File: config.mk
export PLATFORM = sky130hd
export DESIGN_NAME = event_rate_monitor
export DESIGN_NICKNAME = d
export VERILOG_FILES = /design/src/rtl/event_rate_monitor.sv
export SDC_FILE = /design/constraint.sdc
export NUM_CORES = 1
export LEC_CHECK = 0
export CELL_PAD_IN_SITES_DETAIL_PLACEMENT = 0
export CELL_PAD_IN_SITES_GLOBAL_PLACEMENT = 1
export CORE_UTILIZATION = 40
export CTS_CLUSTER_SIZE = 12
export DETAILED_ROUTE_END_ITERATION = 16
export PLACE_DENSITY = 0.77
export SYNTH_ARGS = -nofsm -noshare
export SYNTH_HDL_FRONTEND = slang
export SYNTH_SLANG_ARGS = --single-unit
File: constraint.sdc
create_clock -name wb_clk_i -period 21.2 [get_ports wb_clk_i]
set_clock_uncertainty 0.2 [all_clocks]
set_input_delay 2.12 -clock wb_clk_i [delete_from_list [all_inputs] [get_ports wb_clk_i]]
set_output_delay 2.12 -clock wb_clk_i [all_outputs]
set_load 0.05 [all_outputs]
File: src/rtl/event_rate_monitor.sv
// ---------------------------------------------------------------------------
// event_rate_monitor
//
// Multi-channel event-rate counter with a Wishbone register interface.
// Each of NUM_CH channels counts single-cycle strobes over a programmable
// gate interval. At the end of every gate all counts are copied atomically
// into result registers, and the next gate starts on the following cycle,
// so no events are lost between gates. Counters saturate at all-ones and set
// a sticky per-channel overflow flag.
//
// Optional feature (macro EVENT_RATE_MONITOR_EXT_PPS_EN):
//   adds input pps_i. With CTRL.ext_gate set, enable arms the monitor and
//   the gate is delimited by pps_i pulses instead of the GATE register.
//   Without the macro, CTRL.ext_gate reads 0 and writes to it are ignored.
//
// Ports:
//   wb_clk_i   sole clock
//   wb_rst_i   asynchronous active-high reset
//   event_i    per-channel event strobes (already synchronous to wb_clk_i)
//   pps_i      external gate pulse (only with EVENT_RATE_MONITOR_EXT_PPS_EN)
//   wb_cyc_i, wb_stb_i, wb_we_i, wb_adr_i, wb_dat_i   Wishbone request
//   wb_dat_o   read data, valid while wb_ack_o is high
//   wb_ack_o   single-cycle acknowledge
//   done_o     one-cycle pulse on the cycle after results are updated
//
// Register map (word address):
//   0 CTRL   [0] enable [1] oneshot [2] clear (write-only pulse)
//            [3] busy (read-only) [4] ext_gate
//   1 GATE   gate length in clock cycles (0 behaves as 1)
//   2 STATUS [15:0] seq, [16+n] sticky overflow of channel n
//   3 reserved (reads 0)
//   4+n      RESULT n, zero-extended to 32 bits
// ---------------------------------------------------------------------------
module event_rate_monitor #(
    parameter int NUM_CH       = 4,
    parameter int CNT_WIDTH    = 32,
    parameter int GATE_DEFAULT = 100000000,
    parameter int ADR_WIDTH    = 6
) (
    input  logic                 wb_clk_i,
    input  logic                 wb_rst_i,
    input  logic [NUM_CH-1:0]    event_i,
`ifdef EVENT_RATE_MONITOR_EXT_PPS_EN
    input  logic                 pps_i,
`endif
    input  logic                 wb_cyc_i,
    input  logic                 wb_stb_i,
    input  logic                 wb_we_i,
    input  logic [ADR_WIDTH-1:0] wb_adr_i,
    input  logic [31:0]          wb_dat_i,
    output logic [31:0]          wb_dat_o,
    output logic                 wb_ack_o,
    output logic                 done_o
);

    // FSM encoding; ARM is only reachable when external gating is built in
    localparam logic [1:0] ST_IDLE = 2'd0;
    localparam logic [1:0] ST_RUN  = 2'd1;
    localparam logic [1:0] ST_ARM  = 2'd2;

    localparam logic [ADR_WIDTH-1:0] ADR_CTRL   = ADR_WIDTH'(32'd0);
    localparam logic [ADR_WIDTH-1:0] ADR_GATE   = ADR_WIDTH'(32'd1);
    localparam logic [ADR_WIDTH-1:0] ADR_STATUS = ADR_WIDTH'(32'd2);

    localparam logic [CNT_WIDTH-1:0] CNT_MAX  = {CNT_WIDTH{1'b1}};
    localparam logic [CNT_WIDTH-1:0] CNT_ZERO = {CNT_WIDTH{1'b0}};

    // Saturating increment: adds the event bit unless already at all-ones
    function automatic logic [CNT_WIDTH-1:0] sat_inc(
        input logic [CNT_WIDTH-1:0] value,
        input logic                 ev
    );
        if (ev && (value != CNT_MAX)) begin
            return value + CNT_WIDTH'(1'b1);
        end else begin
            return value;
        end
    endfunction

    // Architectural state
    logic [1:0]           state_r;
    logic                 enable_r;
    logic                 oneshot_r;
    logic [31:0]          gate_r;
    logic [31:0]          gate_cnt_r;
    logic [15:0]          seq_r;
    logic [NUM_CH-1:0]    ovf_r;
    logic [CNT_WIDTH-1:0] cnt_r [NUM_CH];
    logic [CNT_WIDTH-1:0] res_r [NUM_CH];
    logic                 ack_r;
    logic [31:0]          dat_r;
    logic                 done_r;

    // Decoded control
    logic                 req_s;
    logic                 rd_s;
    logic                 wr_ctrl_s;
    logic                 wr_gate_s;
    logic                 clear_s;
    logic                 abort_s;
    logic                 run_s;
    logic                 busy_s;
    logic                 term_s;
    logic                 latch_s;
    logic                 start_s;
    logic                 arm_fire_s;
    logic                 restart_s;
    logic                 count_s;
    logic [31:0]          gate_load_s;
    logic [NUM_CH-1:0]    ovf_hit_s;
    logic [31:0]          status_s;
    logic [31:0]          rd_data_s;
    logic                 ext_gate_s;
    logic                 pps_s;

`ifdef EVENT_RATE_MONITOR_EXT_PPS_EN
    logic                 ext_gate_r;

    // External gate mode bit, only present when the pps input exists
    always_ff @(posedge wb_clk_i or posedge wb_rst_i) begin
        if (wb_rst_i) begin
            ext_gate_r <= 1'b0;
        end else if (wr_ctrl_s) begin
            ext_gate_r <= wb_dat_i[4];
        end else begin
            ext_gate_r <= ext_gate_r;
        end
    end

    assign ext_gate_s = ext_gate_r;
    assign pps_s      = pps_i;
`else
    assign ext_gate_s = 1'b0;
    assign pps_s      = 1'b0;
`endif

    // Bus decode and gate sequencing qualifiers
    always_comb begin
        req_s       = wb_cyc_i & wb_stb_i & ~ack_r;
        rd_s        = req_s & ~wb_we_i;
        wr_ctrl_s   = req_s & wb_we_i & (wb_adr_i == ADR_CTRL);
        wr_gate_s   = req_s & wb_we_i & (wb_adr_i == ADR_GATE);
        clear_s     = wr_ctrl_s & wb_dat_i[2];
        // Writing enable=0 stops any gate in progress without latching
        abort_s     = wr_ctrl_s & ~wb_dat_i[0];
        run_s       = (state_r == ST_RUN);
        busy_s      = run_s | (state_r == ST_ARM);
        // In external mode the pulse ends the gate; otherwise the down-counter
        term_s      = run_s & (ext_gate_s ? pps_s : (gate_cnt_r == 32'd0));
        // A clear on the terminal cycle wins: nothing is latched
        latch_s     = term_s & ~abort_s & ~clear_s;
        start_s     = (state_r == ST_IDLE) & enable_r & ~abort_s;
        arm_fire_s  = (state_r == ST_ARM) & pps_s & ~abort_s;
        restart_s   = (start_s & ~ext_gate_s) | arm_fire_s | (run_s & clear_s) | latch_s;
        count_s     = run_s & ~abort_s & ~restart_s;
        // GATE=0 behaves as a one-cycle gate
        gate_load_s = (gate_r == 32'd0) ? 32'd0 : (gate_r - 32'd1);
        status_s    = {16'(ovf_r), seq_r};
    end

    // Per-channel overflow detection: an event arriving while already saturated
    always_comb begin
        ovf_hit_s = {NUM_CH{1'b0}};
        for (int n = 0; n < NUM_CH; n++) begin
            ovf_hit_s[n] = event_i[n] & (cnt_r[n] == CNT_MAX);
        end
    end

    // Read multiplexer; samples current register values before any update
    always_comb begin
        rd_data_s = 32'd0;
        case (wb_adr_i)
            ADR_CTRL:   rd_data_s = {27'd0, ext_gate_s, busy_s, 1'b0, oneshot_r, enable_r};
            ADR_GATE:   rd_data_s = gate_r;
            ADR_STATUS: rd_data_s = status_s;
            default: begin
                // Word 3 and any address beyond the last result read as 0
                for (int n = 0; n < NUM_CH; n++) begin
                    if (wb_adr_i == ADR_WIDTH'(32'd4 + 32'(n))) begin
                        rd_data_s = 32'(res_r[n]);
                    end else begin
                        rd_data_s = rd_data_s;
                    end
                end
            end
        endcase
    end

    // Wishbone handshake, read data and done pulse
    always_ff @(posedge wb_clk_i or posedge wb_rst_i) begin
        if (wb_rst_i) begin
            ack_r  <= 1'b0;
            dat_r  <= 32'd0;
            done_r <= 1'b0;
        end else begin
            ack_r  <= req_s;
            dat_r  <= rd_s ? rd_data_s : 32'd0;
            done_r <= latch_s;
        end
    end

    // Control registers: enable, oneshot, gate length and sequence number
    always_ff @(posedge wb_clk_i or posedge wb_rst_i) begin
        if (wb_rst_i) begin
            enable_r  <= 1'b0;
            oneshot_r <= 1'b0;
            gate_r    <= 32'(GATE_DEFAULT);
            seq_r     <= 16'd0;
        end else begin
            // A one-shot gate that completes drops enable, overriding any write
            if (latch_s && oneshot_r) begin
                enable_r <= 1'b0;
            end else if (wr_ctrl_s) begin
                enable_r <= wb_dat_i[0];
            end else begin
                enable_r <= enable_r;
            end

            if (wr_ctrl_s) begin
                oneshot_r <= wb_dat_i[1];
            end else begin
                oneshot_r <= oneshot_r;
            end

            // New gate length is picked up only at the next reload
            if (wr_gate_s) begin
                gate_r <= wb_dat_i;
            end else begin
                gate_r <= gate_r;
            end

            if (clear_s) begin
                seq_r <= 16'd0;
            end else if (latch_s) begin
                seq_r <= seq_r + 16'd1;
            end else begin
                seq_r <= seq_r;
            end
        end
    end

    // Gate FSM and gate down-counter
    always_ff @(posedge wb_clk_i or posedge wb_rst_i) begin
        if (wb_rst_i) begin
            state_r    <= ST_IDLE;
            gate_cnt_r <= 32'd0;
        end else begin
            case (state_r)
                ST_IDLE: begin
                    if (start_s) begin
                        state_r    <= ext_gate_s ? ST_ARM : ST_RUN;
                        gate_cnt_r <= gate_load_s;
                    end else begin
                        state_r    <= ST_IDLE;
                        gate_cnt_r <= gate_cnt_r;
                    end
                end
                ST_ARM: begin
                    if (abort_s) begin
                        state_r    <= ST_IDLE;
                        gate_cnt_r <= gate_cnt_r;
                    end else if (pps_s) begin
                        state_r    <= ST_RUN;
                        gate_cnt_r <= gate_load_s;
                    end else begin
                        state_r    <= ST_ARM;
                        gate_cnt_r <= gate_cnt_r;
                    end
                end
                ST_RUN: begin
                    if (abort_s) begin
                        state_r    <= ST_IDLE;
                        gate_cnt_r <= gate_cnt_r;
                    end else if (clear_s || latch_s) begin
                        // Clear restarts the gate; a normal end reloads it
                        state_r    <= (latch_s && oneshot_r) ? ST_IDLE : ST_RUN;
                        gate_cnt_r <= gate_load_s;
                    end else if (gate_cnt_r != 32'd0) begin
                        state_r    <= ST_RUN;
                        gate_cnt_r <= gate_cnt_r - 32'd1;
                    end else begin
                        // Only reached in external mode while waiting for pps
                        state_r    <= ST_RUN;
                        gate_cnt_r <= gate_cnt_r;
                    end
                end
                default: begin
                    state_r    <= ST_IDLE;
                    gate_cnt_r <= 32'd0;
                end
            endcase
        end
    end

    // Channel counters, result registers and sticky overflow flags
    always_ff @(posedge wb_clk_i or posedge wb_rst_i) begin
        if (wb_rst_i) begin
            for (int n = 0; n < NUM_CH; n++) begin
                cnt_r[n] <= CNT_ZERO;
                res_r[n] <= CNT_ZERO;
            end
            ovf_r <= {NUM_CH{1'b0}};
        end else begin
            for (int n = 0; n < NUM_CH; n++) begin
                if (restart_s) begin
                    cnt_r[n] <= CNT_ZERO;
                end else if (count_s) begin
                    cnt_r[n] <= sat_inc(cnt_r[n], event_i[n]);
                end else begin
                    cnt_r[n] <= cnt_r[n];
                end

                // The terminal-cycle event is folded into the latched result
                if (clear_s) begin
                    res_r[n] <= CNT_ZERO;
                end else if (latch_s) begin
                    res_r[n] <= sat_inc(cnt_r[n], event_i[n]);
                end else begin
                    res_r[n] <= res_r[n];
                end
            end

            if (clear_s) begin
                ovf_r <= {NUM_CH{1'b0}};
            end else if (count_s || latch_s) begin
                ovf_r <= ovf_r | ovf_hit_s;
            end else begin
                ovf_r <= ovf_r;
            end
        end
    end

    assign wb_ack_o = ack_r;
    assign wb_dat_o = dat_r;
    assign done_o   = done_r;

endmodule

# --- Yosys cells after proc, flatten, opt, wreduce, memory -nomap -nowiden ---
# Cells that the tools add are included.
op_classes:
  n_eq_ne: 19
  n_bitwise: 31
  reduce_logical: 17
  add_sub_neg: 7
  mux: 44
op_table:
  columns: ["operator", "count"]
  rows:
  - ["2-to-1 mux 32 bit", 30]
  - ["case mux 32 bit (3 select lines)", 2]
  - ["adder 32 x 1 -> 32 bit, second input constant", 4]
  - ["equality test 32 bit, second input constant", 4]
  - ["inequality test 32 bit, second input constant", 4]
  - ["logical NOT 32 bit", 2]
  - ["subtractor 32 x 1 -> 32 bit, second input constant", 2]
  - ["2-to-1 mux 16 bit", 2]
  - ["nonzero test 32 bit", 1]
  - ["equality test 6 x 3 -> 1 bit, second input constant", 4]
  - ["bitwise AND 1 bit", 20]
  - ["adder 16 x 1 -> 16 bit, second input constant", 1]
  - ["2-to-1 mux 4 bit", 2]
  - ["nonzero test 2 bit", 4]
  - ["NOT 1 bit", 7]
  - ["equality test 6 x 1 -> 1 bit, second input constant", 1]
  - ["equality test 6 x 2 -> 1 bit, second input constant", 1]
  - ["logical NOT 6 bit", 1]
  - ["2-to-1 mux 1 bit", 6]
  - ["case mux 2 bit (3 select lines)", 1]
  - ["logical AND 1 bit", 5]
  - ["inequality test 2 bit, second input constant", 2]
  - ["bitwise OR 4 bit", 1]
  - ["AND reduction 4 bit", 1]
  - ["other kinds (7)", 10]
word_totals:
  word_cells: 136
  in_bits: 47
  reg_bits: 378
  output_inout_bits: 34

# --- Longest topological paths before layout ---
depth:
  ltp_word: 14
  depth_mapped: 12

# --- Least setup slack after synthesis ---
# OpenSTA, ideal clock, no wires.
synth_timing:
  path_type: "input port to flip-flop"
  from: "input wb_adr_i[3]"
  to: "register cnt_r[109] in the netlist's numbering"
  path_buffers: 5
  setup_slack_ns: 16.431
  t_arrival_ns: 4.445
  path_stages: 11
  setup_ns: 0.124
  path_cell_list: "or4_1 clkbuf_1 o41ai_2 or3_1 buf_2 or2_2 buf_2 clkbuf_1 buf_2 nor3_1 o21bai_1"
synth_between:
  elab_chain_cells: 10
synth_rtl:
  columns: ["item", "line", "text"]
  rows:
  - ["start, declared", "49", "input logic [ADR_WIDTH-1:0] wb_adr_i,"]
  - ["logical NOT 6 bit (*)", "141", "wr_ctrl_s = req_s & wb_we_i & (wb_adr_i == ADR_CTRL);"]
  - ["bitwise AND 1 bit (*)", "141", null]
  - ["bitwise AND 1 bit", "145", "abort_s = wr_ctrl_s & ~wb_dat_i[0];"]
  - ["NOT 1 bit", "151, 152, 155", null]
  - ["bitwise AND 1 bit, on equally long branches", "152, 151", null]
  - ["bitwise OR 1 bit / bitwise AND 1 bit (equally long branches)", "154, 151", null]
  - ["bitwise OR 1 bit", "154", "restart_s = (start_s & ~ext_gate_s) | arm_fire_s | (run_s & clear_s) | latch_s;"]
  - ["NOT 1 bit", "155", "count_s = run_s & ~abort_s & ~restart_s;"]
  - ["bitwise AND 1 bit", "155", null]
  - ["nonzero test 2 bit (no line)", null, null]
  - ["end signal, assigned by index", "308", "cnt_r[n] <= sat_inc(cnt_r[n], event_i[n]);"]
  - ["end signal, assigned by index", "310", "cnt_r[n] <= cnt_r[n];"]
  - ["end, declared", "88", "logic [CNT_WIDTH-1:0] cnt_r [NUM_CH];"]
# Mark *: on every way between the ends. The rest lies on a longest branch, timed or not.
# A chain may end at the register's enable or synchronous reset.

# --- Worst setup path in the final report ---
layout_timing:
  from: "input wb_adr_i[3]"
  to: "register cnt_r[86] in the netlist's numbering"
# The elaborated chain is that of the path after synthesis.

==> results.py <==
metrics = {
    "outcome": {
        "status": "completed",
    },
    "setup_path": {
        "crit_arrival_ns": 6.47,
        "worst_r2r_path_depth": 8,
        "cp-end-kind": "register",
        "cpPeakStageDelay_ns": 0.83,
        "path_depth": 10,
        "timing.rr.start": "gate_cnt_r[13]$_DFFE_PP0P_",
        "cp_common_cell": "buf_4",
        "crit_family": "buffers and inverters",
        "r2r_slack_ns": 16.41,
        "cpMaxStageDelayCell": "or4_1",
        "worstPathRequired_ns": 21.44,
        "cp_max_fo": 83,
        "path_class": "input port to register",
        "r2r-end": "seq_r[10]$_DFFE_PP0N_",
        "worstPathCellList": "clkdlybuf4s50_1, or4_1, o41ai_2, buf_4, or3_1, buf_4, or2_2, buf_4, o21ai_0, mux2_2",
        "path_buf_inv": 4,
        "startpoint_type": "input port",
    },
    "timing": {
        "relSlewSlack": 0.186,
        "fin_tns_setup_ns": 0,
        "fin_crit_sh": 0.294,
        "holdWs_ns": 0.263,
        "setup_ws_ns": 14.97,
        "finalSetupViolCount": 0,
        "worstMarginPinSlew_ns": 1.22,
        "finalHoldViolations": 0,
        "slew_violations": 0,
        "fmax_ghz": 0.161,
        "finalCriticalPeriod_ns": 6.23,
        "rsz0062_at_grt": "false",
    },
    "clock_network": {
        "path_clk_slew_ns": 0.06,
        "post_cts.repair.setup_buffers": 0,
        "cts_tree": "done",
        "cts_buffers": 44,
        "htree_levels": 2,
        "cts.repair.resized": 0,
        "cts.sinks": 378,
        "clk_latency_ns": 0.58,
        "holdBufCountCts": 0,
        "cts_max_path_buffers": 3,
        "root_buffer": "clkbuf_16",
    },
    "synth": {
        "avgSynthCellArea_um2": 9.18,
        "synth.net_count": 2376,
        "ys_seq_area_frac": 0.446,
        "synthArstFlopShare": 1.00,
        "synth_top_family_by_area": "compound AO/OA/AOI/OAI gates",
        "synth_seq_cells": 378,
        "synth_adder_area_share": 0.00765,
        "synthFlopType": "dfrtp_1",
        "netlist_instances": 2316,
        "synthSimpleGateAreaFrac": 0.187,
        "synthesis.area_um2": 21300,
        "synthMuxAreaShare": 0.0495,
        "ys_types": 72,
        "yosysWarnings": 0,
        "synth_compound_area_frac": 0.199,
        "synthXorXnorAreaFrac": 0.0680,
        "synth_edf_count": 0,
    },
    "cells_and_area": {
        "final_nets": 2359,
        "n_antenna_cell": 0,
        "drive_gt1_frac": 0.0878,
        "areaGrowthSynthToFinish_pct": 12.9,
        "post-route-util": 0.457,
    },
    "route": {
        "drc": 0,
        "dr.pass1.iters": 5,
        "postRouteAntennaNets": 0,
        "routed_wl_um": 67000,
        "route.vias.total": 18511,
        "vias_per_cell": 6.13,
        "drt-initial-drc-count": 1543,
        "post_drt_wl_per_cell_um": 22.2,
    },
    "hold_path": {
        "hold_depth": 1,
        "min_from": "wb_ack_o$_DFF_PP0_",
        "hold_end": "wb_ack_o$_DFF_PP0_",
        "min-delay-path-class": "register to register",
    },
    "pwr": {
        "power.leakage_nw": 9.62,
        "peakVddDrop_uv": 95.9,
        "power_density_nw_per_um2": 105,
    },
    "global_route": {
        "grt_first_pass_wirelength_um": 104000,
        "grt_usage": 0.247,
        "grt_max_degree": 190,
        "antenna_found_initial": 0,
        "grt.overflow.total": 0,
        "grt_pass1_vias": 17634,
    },
    "floorplanning": {
        "initial_utilization": 0.405,
        "rows": 84,
        "io_pins": 81,
        "core_um2": 52600,
        "dieArea_um2": 54100,
        "die_x_um": 233,
        "dieHeight_um": 233,
    },
    "place": {
        "place_ws_ns": 14.47,
        "gp_congestion": 0.889,
        "port_buffers": 80,
        "post-dp-hpwl_um": 44500,
    },
    "job": {
        "maxCapViolCount": 0,
    },
}
placed cells by master, fill, tap and decap left out, types with 44 or more instances in the layout:
cell type / Yosys / routed
dfrtp_1: 366 / 366
o21ai_0: 256 / 256
a21oi_1: 170 / 169
nor2_1: 139 / 138
nand2_1: 133 / 133
xnor2_1: 110 / 110
nand3_1: 82 / 82
clkdlybuf4s50_1: 0 / 78
a211oi_1: 70 / 70
nor3_1: 69 / 68
nand4_1: 56 / 56
or3_1: 56 / 56
inv_1: 56 / 55
xor2_1: 55 / 55
mux2_2: 47 / 47
clkbuf_16: 0 / 44
stage by stage:
| stage | instance area (um2) | std cells | total power (W) |
|---|---|---|---|
| after floorplan | 21300 | 2316 | 0.00150 |
| after global placement | 22500 | 2941 | 0.00173 |
| after detailed placement | 22500 | 2941 | 0.00175 |
| after CTS | 24000 | 3022 | 0.00252 |
| after global routing | 24000 | 3022 | 0.00265 |
| final | 24000 | 3022 | 0.00251 |
registers in the layout, indices dropped and copies added (netlist names):
register	cells
wb_dat_o	32
ovf_r	4
gate_cnt_r	32
cnt_r	128
state_r	2
oneshot_r	1
gate_r	32
seq_r	16
res_r	128
enable_r	1
done_o	1
wb_ack_o	1
kinds of logic after synthesis:
logic type	count (synthesis)
AOI/OAI and AO/OA	698
adders and majority gates	13
muxes	93
DFF	378
and+or+nand+nor	741
xor gates and xnor gates	165
buffers and inverters	228
area by class of cell:
type	count	area (um2)
fill	5011	28600
clock buffer	69	1350
sequential	378	9470
tap	688	861
inverter	56	218
multi-input combinational	1710	11000
clock inverter	12	104
timing repair buffer	109	1020
layer usage:
layer / routed length [um] / GRT usage / up-vias
li1: - / - / 8520
met5: 0 / 0 / -
met1: 30200 / 0.349 / 9294
met3: 3820 / 0.0275 / 100
met4: 1910 / 0.0811 / 0
met2: 31000 / 0.395 / 597
power breakdown:
part	leakage, nW	switching, W	internal [W]	total [W]
Sequential	4.88	0.000121	0.000861	0.000982
Combinational	4.01	0.000507	0.000259	0.000766
Clock	0.723	0.000317	0.000448	0.000765
Total	9.62	0.000945	0.00157	0.00251
how the worst max path moves through the flow:
| stage | slack, ns | to | start |
|---|---|---|---|
| floorplan | 8.40 | cnt_r[0]$_DFFE_PP0P_ | wb_rst_i |
| global placement | 14.53 | cnt_r[15]$_DFFE_PP0P_ | wb_adr_i[3] |
| detailed placement | 14.47 | cnt_r[1]$_DFFE_PP0P_ | wb_adr_i[3] |
| CTS | 15.07 | cnt_r[86]$_DFFE_PP0P_ | wb_adr_i[3] |
| global route | 14.86 | cnt_r[65]$_DFFE_PP0P_ | wb_adr_i[3] |
| finish | 14.97 | cnt_r[86]$_DFFE_PP0P_ | wb_adr_i[3] |
cells in the mapped netlist (23+ instances only):
| library cell | n | area [um2] |
|---|---|---|
| dfrtp_1 | 366 | 9160 |
| o21ai_0 | 256 | 1280 |
| a21oi_1 | 170 | 851 |
| nor2_1 | 139 | 522 |
| nand2_1 | 133 | 499 |
| clkbuf_1 | 125 | 469 |
| xnor2_1 | 110 | 963 |
| nand3_1 | 82 | 410 |
| a211oi_1 | 70 | 526 |
| nor3_1 | 69 | 345 |
| inv_1 | 56 | 210 |
| nand4_1 | 56 | 350 |
| or3_1 | 56 | 350 |
| xor2_1 | 55 | 482 |
| mux2_2 | 47 | 529 |
| mux2i_1 | 41 | 410 |
| a21o_1 | 38 | 285 |
| and3_1 | 35 | 219 |
| a31oi_1 | 33 | 206 |
| nor4_1 | 30 | 188 |
| and4_1 | 28 | 245 |
| buf_2 | 27 | 135 |
| or4_1 | 25 | 188 |
| and2_1 | 23 | 144 |
(Power assumes the default switching activity.)
